===== src/rtl/am_lock_deskew.sv =====
// am_lock_deskew: per-lane alignment-marker lock plus inter-lane skew monitor.
// Each lane runs an UNLOCK/CAND/LOCKED machine on its AM pulses and captures
// the lane ID carried by the marker. While every lane is locked, the block
// measures slot-to-slot arrival offsets per round and reports alignment.
// Ports:
//   fullclk, rst_n          recovered clock, async active-low reset
//   am_valid/am_corrupt     per-lane AM detect pulse and corrupt qualifier
//   am_field                per-lane 3-bit lane ID from the marker
//   lane_lock, lane_id      per-lane lock flag and captured ID (0 if unlocked)
//   all_locked              every lane locked
//   skew, skew_err          per-lane offsets from the last completed round
//   id_err                  duplicate or out-of-range ID among locked lanes
//   align_done              locked, IDs clean, skew clean, round completed
module am_lock_deskew #(
  parameter int unsigned NUM_LANES  = 4,
  parameter int unsigned AM_PERIOD  = 16384,
  parameter int unsigned LOSS_COUNT = 4,
  parameter int unsigned MAX_SKEW   = 64,
  parameter int unsigned CNT_W      = $clog2(AM_PERIOD),
  parameter int unsigned SKEW_W     = $clog2(AM_PERIOD/2) + 1
) (
  input  logic                        fullclk,
  input  logic                        rst_n,
  input  logic [NUM_LANES-1:0]        am_valid,
  input  logic [NUM_LANES-1:0]        am_corrupt,
  input  logic [3*NUM_LANES-1:0]      am_field,
  output logic [NUM_LANES-1:0]        lane_lock,
  output logic [3*NUM_LANES-1:0]      lane_id,
  output logic                        all_locked,
  output logic [SKEW_W*NUM_LANES-1:0] skew,
  output logic                        skew_err,
  output logic                        id_err,
  output logic                        align_done
);
  localparam int unsigned MISS_W = $clog2(LOSS_COUNT + 1);
  localparam int unsigned HALF   = AM_PERIOD / 2;

  typedef enum logic [1:0] {
    ST_UNLOCK = 2'd0,
    ST_CAND   = 2'd1,
    ST_LOCKED = 2'd2
  } state_t;

  logic [NUM_LANES-1:0] lane_slot;

  for (genvar i = 0; i < NUM_LANES; i++) begin : g_lane
    state_t            state, state_nxt;
    logic [CNT_W-1:0]  cnt, cnt_nxt;
    logic [2:0]        cand, cand_nxt, id_q, id_nxt;
    logic [MISS_W-1:0] miss, miss_nxt;
    logic [2:0]        fld;
    logic              good, at_slot, cand_hit, lock_hit, lock_q;

    assign good     = am_valid[i] & ~am_corrupt[i];
    assign fld      = am_field[3*i +: 3];
    assign at_slot  = (cnt == CNT_W'(AM_PERIOD - 1));
    assign cand_hit = good & (fld == cand);
    assign lock_hit = good & (fld == id_q);

    // State register
    always_ff @(posedge fullclk or negedge rst_n) begin
      if (!rst_n) state <= ST_UNLOCK;
      else        state <= state_nxt;
    end

    // Next-state logic
    always_comb begin
      state_nxt = state;
      case (state)
        ST_UNLOCK: if (good) state_nxt = ST_CAND;
        ST_CAND:   if (at_slot) state_nxt = cand_hit ? ST_LOCKED : ST_UNLOCK;
        ST_LOCKED: if (at_slot && !lock_hit && (miss == MISS_W'(LOSS_COUNT - 1)))
                     state_nxt = ST_UNLOCK;
        default:   state_nxt = ST_UNLOCK;
      endcase
    end

    // Counter, candidate, miss and ID updates; slot evaluation beats re-anchor
    always_comb begin
      cnt_nxt  = cnt;
      cand_nxt = cand;
      miss_nxt = miss;
      id_nxt   = id_q;
      case (state)
        ST_UNLOCK: begin
          cnt_nxt = '0;
          if (good) cand_nxt = fld;
        end
        ST_CAND: begin
          if (at_slot) begin
            cnt_nxt = '0;
            if (cand_hit) begin
              id_nxt   = cand;
              miss_nxt = '0;
            end
          end else if (good) begin
            cnt_nxt  = '0;
            cand_nxt = fld;
          end else begin
            cnt_nxt = cnt + CNT_W'(1);
          end
        end
        ST_LOCKED: begin
          if (at_slot) begin
            cnt_nxt = '0;
            if (lock_hit) begin
              miss_nxt = '0;
            end else if (miss == MISS_W'(LOSS_COUNT - 1)) begin
              miss_nxt = '0;
              id_nxt   = '0;
            end else begin
              miss_nxt = miss + MISS_W'(1);
            end
          end else begin
            cnt_nxt = cnt + CNT_W'(1);
          end
        end
        default: begin
          cnt_nxt  = '0;
          miss_nxt = '0;
          id_nxt   = '0;
        end
      endcase
    end

    // Lane datapath registers
    always_ff @(posedge fullclk or negedge rst_n) begin
      if (!rst_n) begin
        cnt    <= '0;
        cand   <= '0;
        miss   <= '0;
        id_q   <= '0;
        lock_q <= 1'b0;
      end else begin
        cnt    <= cnt_nxt;
        cand   <= cand_nxt;
        miss   <= miss_nxt;
        id_q   <= id_nxt;
        lock_q <= (state_nxt == ST_LOCKED);
      end
    end

    assign lane_lock[i]      = lock_q;
    assign lane_id[3*i +: 3] = id_q;
    assign lane_slot[i]      = lock_q & at_slot;
  end

  // Skew round tracking
  logic [CNT_W-1:0]            gap, off, cur_off;
  logic                        open, done, slot_any, start, close, abandon, err_nxt;
  logic [NUM_LANES-1:0]        latched, prev_lat, lat_nxt;
  logic [SKEW_W*NUM_LANES-1:0] shadow, shadow_nxt;

  assign all_locked = &lane_lock;
  assign slot_any   = |lane_slot;
  assign start      = all_locked & ~open & slot_any & (gap == CNT_W'(HALF));

  // Merge this cycle's latches so a round can close in the same cycle
  always_comb begin
    cur_off    = open ? off : '0;
    prev_lat   = open ? latched : '0;
    lat_nxt    = prev_lat | lane_slot;
    shadow_nxt = shadow;
    err_nxt    = 1'b0;
    for (int i = 0; i < NUM_LANES; i++) begin
      if (lane_slot[i] && !prev_lat[i]) shadow_nxt[SKEW_W*i +: SKEW_W] = SKEW_W'(cur_off);
      if (shadow_nxt[SKEW_W*i +: SKEW_W] > SKEW_W'(MAX_SKEW)) err_nxt = 1'b1;
    end
    close   = all_locked & (open | start) & (&lat_nxt);
    abandon = all_locked & open & ~close & (off == CNT_W'(HALF - 1));
  end

  always_ff @(posedge fullclk or negedge rst_n) begin
    if (!rst_n) begin
      gap      <= '0;
      off      <= '0;
      open     <= 1'b0;
      done     <= 1'b0;
      latched  <= '0;
      shadow   <= '0;
      skew     <= '0;
      skew_err <= 1'b0;
    end else if (!all_locked) begin
      gap     <= '0;
      off     <= '0;
      open    <= 1'b0;
      done    <= 1'b0;
      latched <= '0;
    end else begin
      if (slot_any)                   gap <= CNT_W'(1);
      else if (gap != CNT_W'(HALF))   gap <= gap + CNT_W'(1);
      shadow  <= shadow_nxt;
      latched <= lat_nxt;
      if (close) begin
        open     <= 1'b0;
        done     <= 1'b1;
        skew     <= shadow_nxt;
        skew_err <= err_nxt;
      end else if (abandon) begin
        open <= 1'b0;
      end else if (start) begin
        open <= 1'b1;
        off  <= CNT_W'(1);
      end else if (open) begin
        off <= off + CNT_W'(1);
      end
    end
  end

  // ID consistency across locked lanes; 4-bit compare keeps NUM_LANES=8 legal
  always_comb begin
    id_err = 1'b0;
    for (int a = 0; a < NUM_LANES; a++) begin
      if (lane_lock[a] && ({1'b0, lane_id[3*a +: 3]} >= 4'(NUM_LANES))) id_err = 1'b1;
      for (int b = a + 1; b < NUM_LANES; b++) begin
        if (lane_lock[a] && lane_lock[b] && (lane_id[3*a +: 3] == lane_id[3*b +: 3]))
          id_err = 1'b1;
      end
    end
  end

  assign align_done = all_locked & ~id_err & ~skew_err & done;

endmodule


===== config.mk =====
export PLATFORM = sky130hd
export DESIGN_NAME = am_lock_deskew
export DESIGN_NICKNAME = d
export VERILOG_FILES = /design/src/rtl/am_lock_deskew.sv
export SDC_FILE = /design/constraint.sdc
export NUM_CORES = 1
export LEC_CHECK = 0
export BUFFER_PORTS_ARGS = -buffer_cell sky130_fd_sc_hd__buf_2
export CAP_MARGIN = 20
export CELL_PAD_IN_SITES_DETAIL_PLACEMENT = 1
export CELL_PAD_IN_SITES_GLOBAL_PLACEMENT = 1
export CORE_UTILIZATION = 42
export DETAILED_ROUTE_END_ITERATION = 7
export PLACE_DENSITY_LB_ADDON = 0.1
export SYNTH_ARGS = -nofsm -noshare
export SYNTH_HDL_FRONTEND = slang
export SYNTH_SLANG_ARGS = --single-unit

===== constraint.sdc =====
create_clock -name fullclk -period 2.49 [get_ports fullclk]
set_input_delay 0.6225 -clock fullclk [delete_from_list [all_inputs] [get_ports fullclk]]
set_output_delay 0.6225 -clock fullclk [all_outputs]
set_load 0.01 [all_outputs]

==> flow_metrics.tcl <==
set metrics [dict create \
    status "finished, violations left" \
    failed_checks "setup timing" \
    worst_slew_pin_slew_ns 0.728 \
    grt_use_met3_pct 2.92 \
    fin_ws_ns -0.345 \
    cts_buffer_depth 3 \
    drive_gt1_share_pct 21.9 \
    clkTransAtPathRegs_ns 0.06 \
    drt_pre_antenna_iters 4 \
    htree_levels 1 \
    yosysSeqAreaShare_pct 50.9 \
    syn_area_per_cell_um2 9.32 \
    powerDensity_nw_per_um2 685 \
    synth.area.top_cells "dfrtp_1 51%, nand2_1 5.6%, o21ai_0 5.2%" \
    regToRegSetupSlack_ns -0.10 \
    syn_nets 1372 \
    cts_root_buf "clkbuf_16" \
    worstPathCellList "xnor2_1 -> nand4b_1 -> o31ai_2 -> o21ai_1 -> nand4_1 -> nor3_2 -> buf_2" \
    synth_common_cells "251 x dfrtp_1, 184 x nand2_1, 162 x nor2_1" \
    dp_hpwl_mm 22.3 \
    fin_nets 1538 \
    gp_routability_congestion 0.795 \
    syn-cell-area_um2 12300 \
    yosys_warnings 0 \
    dieArea_um2 30000 \
    skew_ns 0.0115 \
    placed_area_um2 13600 \
    post-route-period-util_pct 114 \
    max_cap_violations 0 \
    via_count 10168 \
    top_usage_layer "met2" \
    grt_use_met1_pct 29.8 \
    grt-ovfl-total 0 \
    ys.flop_type "dfrtp_1" \
    ioPinCount 98 \
    first_iter_violations 489 \
    ir_worst_vdd_mv 0.529 \
    syn_inst 1323 \
    cp_slowest_cell "dfrtp_2" \
    die_h_um 173 \
    vias_per_cell 5.38 \
    hold_viol_final 0 \
    hold_class "input port to flop" \
    diodes 0 \
    initial_core_util_pct 42.8 \
    synth.distinct_cells 70 \
    ant_nets 0 \
    row_count 62 \
    worstPathArrival_ns 2.21 \
    crit_buf_inv 1 \
    synth_async_sr_flop_share_pct 100 \
    synth_area_leader_cell "dfrtp_1" \
    synth_seq_cells 251 \
    max_freq_mhz 353 \
    routed_wl_mm 34.2 \
    rsz0062_at_grt "true" \
    synth_top_area_share_pct 50.9 \
    num-fill-cells 3285 \
    relSlewSlack_pct 51.4 \
    critPathMaxFanout 5 \
    grt_max_degree 89 \
    core_area_um2 28800 \
    synth_edf_count 0 \
    grt_first_pass_wirelength_mm 54.2 \
    critPathCaptureType "output pin" \
    dieWidth_um 173 \
    crit_family "simple AND/OR/NAND/NOR gates" \
    min_period_ns 2.84 \
    cp_slowest_stage_delay_ns 0.46 \
    cts_made_buffers 28 \
    crit_path_start_kind "flop" \
    power_mw 10.4 \
    grt_use_met2_pct 36.9 \
    area_delta_synth_final_pct 23.2 \
    drcViolationCount 0 \
    clk_latency_ns 0.55 \
    io_buffer_count 97 \
    track_usage_pct 21.9 \
    p_leak_nw 6.80 \
    synth.most_common_cell "dfrtp_1" \
    required_ns 1.87 \
    wl_per_cell_um 18.1 \
    drv_slew 0 \
    setup_violations 34 \
    design_area_um2 15200 \
    cts_tree "yes" \
    cts_sinks 251 \
    antenna_found_initial 0 \
    first_global_vias 10394 \
    critPathKind "flop to output pin" \
]
## per-stage QoR
step	instances	setup TNS (ns)	hold slack, ns	worst slack (ns)	utilization [%]
2_1_floorplan	1323	0	0.327	0.171	-
3_3_place_gp	1804	0	0.444	0.00347	47.2
3_5_place_dp	1804	-1.22	0.463	-0.149	47.2
4_1_cts	1860	-0.438	0.335	-0.342	50.6
5_1_grt	1891	-7.27	0.347	-0.386	52.8
6_report	1891	-1.60	0.353	-0.345	52.8
## power breakdown
| group | total (mW) | internal, mW | switching, mW |
|---|---|---|---|
| clock network | 3.91 | 2.23 | 1.68 |
| registers | 4.62 | 4.32 | 0.293 |
| logic | 1.88 | 0.898 | 0.984 |
| total | 10.4 | 7.46 | 2.95 |
## cell type report
| class | instances | area (um2) | share of cell area (%) |
|---|---|---|---|
| Inverter | 35 | 131 | 0.865 |
| Sequential cell | 251 | 6290 | 41.4 |
| Clock inverter | 6 | 41.3 | 0.272 |
| Tap cell | 384 | 480 | 3.16 |
| Clock buffer | 42 | 813 | 5.36 |
| Timing Repair Buffer | 198 | 1480 | 9.74 |
| Multi-Input combinational cell | 975 | 5950 | 39.2 |
## cells in the final DEF (no fill, tap or decap), types with 16 or more instances in the layout
cell and count:
buf_2 95, nand3_1 50, xnor2_1 52, clkbuf_16 32, o31ai_1 16, o21ai_1 32, o21ai_0 96, nand4_1 26
nor2_1 157, ha_1 24, inv_1 34, and3_1 16, nand2_1 175, dfrtp_1 242, buf_4 76, xor2_1 40
a21oi_1 81
## logic make-up (layout without fill, tap and decap cells)
group	Yosys count	count (layout)	synth area share, %
XOR/XNOR	92	92	6.54
buffers and inverters	100	281	3.37
AO/OA/AOI/OAI	289	289	13.5
adder cells (fa/ha/maj)	27	27	2.74
flip-flops	251	251	50.9
multiplexers	27	27	2.34
AND/OR/NAND/NOR	537	540	20.5
## path summary, 6_finish.rpt
| check | from | endpoint | cells after the start |
|---|---|---|---|
| min | am_field[11] | g_lane[3].cand[2] | 2 |
| min reg2reg | g_lane[3].cnt[0] | g_lane[3].cnt[0] | 1 |
| max in group asynchronous | rst_n | g_lane[0].id_q[1] | 3 |
| max reg2reg | g_lane[2].cnt[1] | off[11] | 10 |
| max | g_lane[1].id_q[1] | align_done | 7 |
| min in group asynchronous | rst_n | shadow[26] | 2 |
## state kept, by name, summed over array words and instances (netlist names)
signal / cells
g_lane.lock_q: 4
g_lane.state: 8
g_lane.miss: 12
g_lane.cand: 12
done: 1
latched: 4
off: 14
gap: 14
shadow: 56
open: 1
skew: 56
g_lane.cnt: 56
skew_err: 1
g_lane.id_q: 12
## routing by layer
layer / share of wire, % / vias to the layer above
li1: - / 4889
met1: 45 / 5044
met2: 49 / 180
met3: 3.6 / 55
met4: 2.3 / 0
met5: 0 / -
## what timing repair did
item	4_1_cts	5_1_grt
endpoints found under the hold margin	27	0
hold buffers	1	0
cloned	2	10
buffers inserted	5	23
setup endpoints to repair	33	87
resized for setup	18	102
pin swaps	8	25
Power figures use the tool's default switching activity.
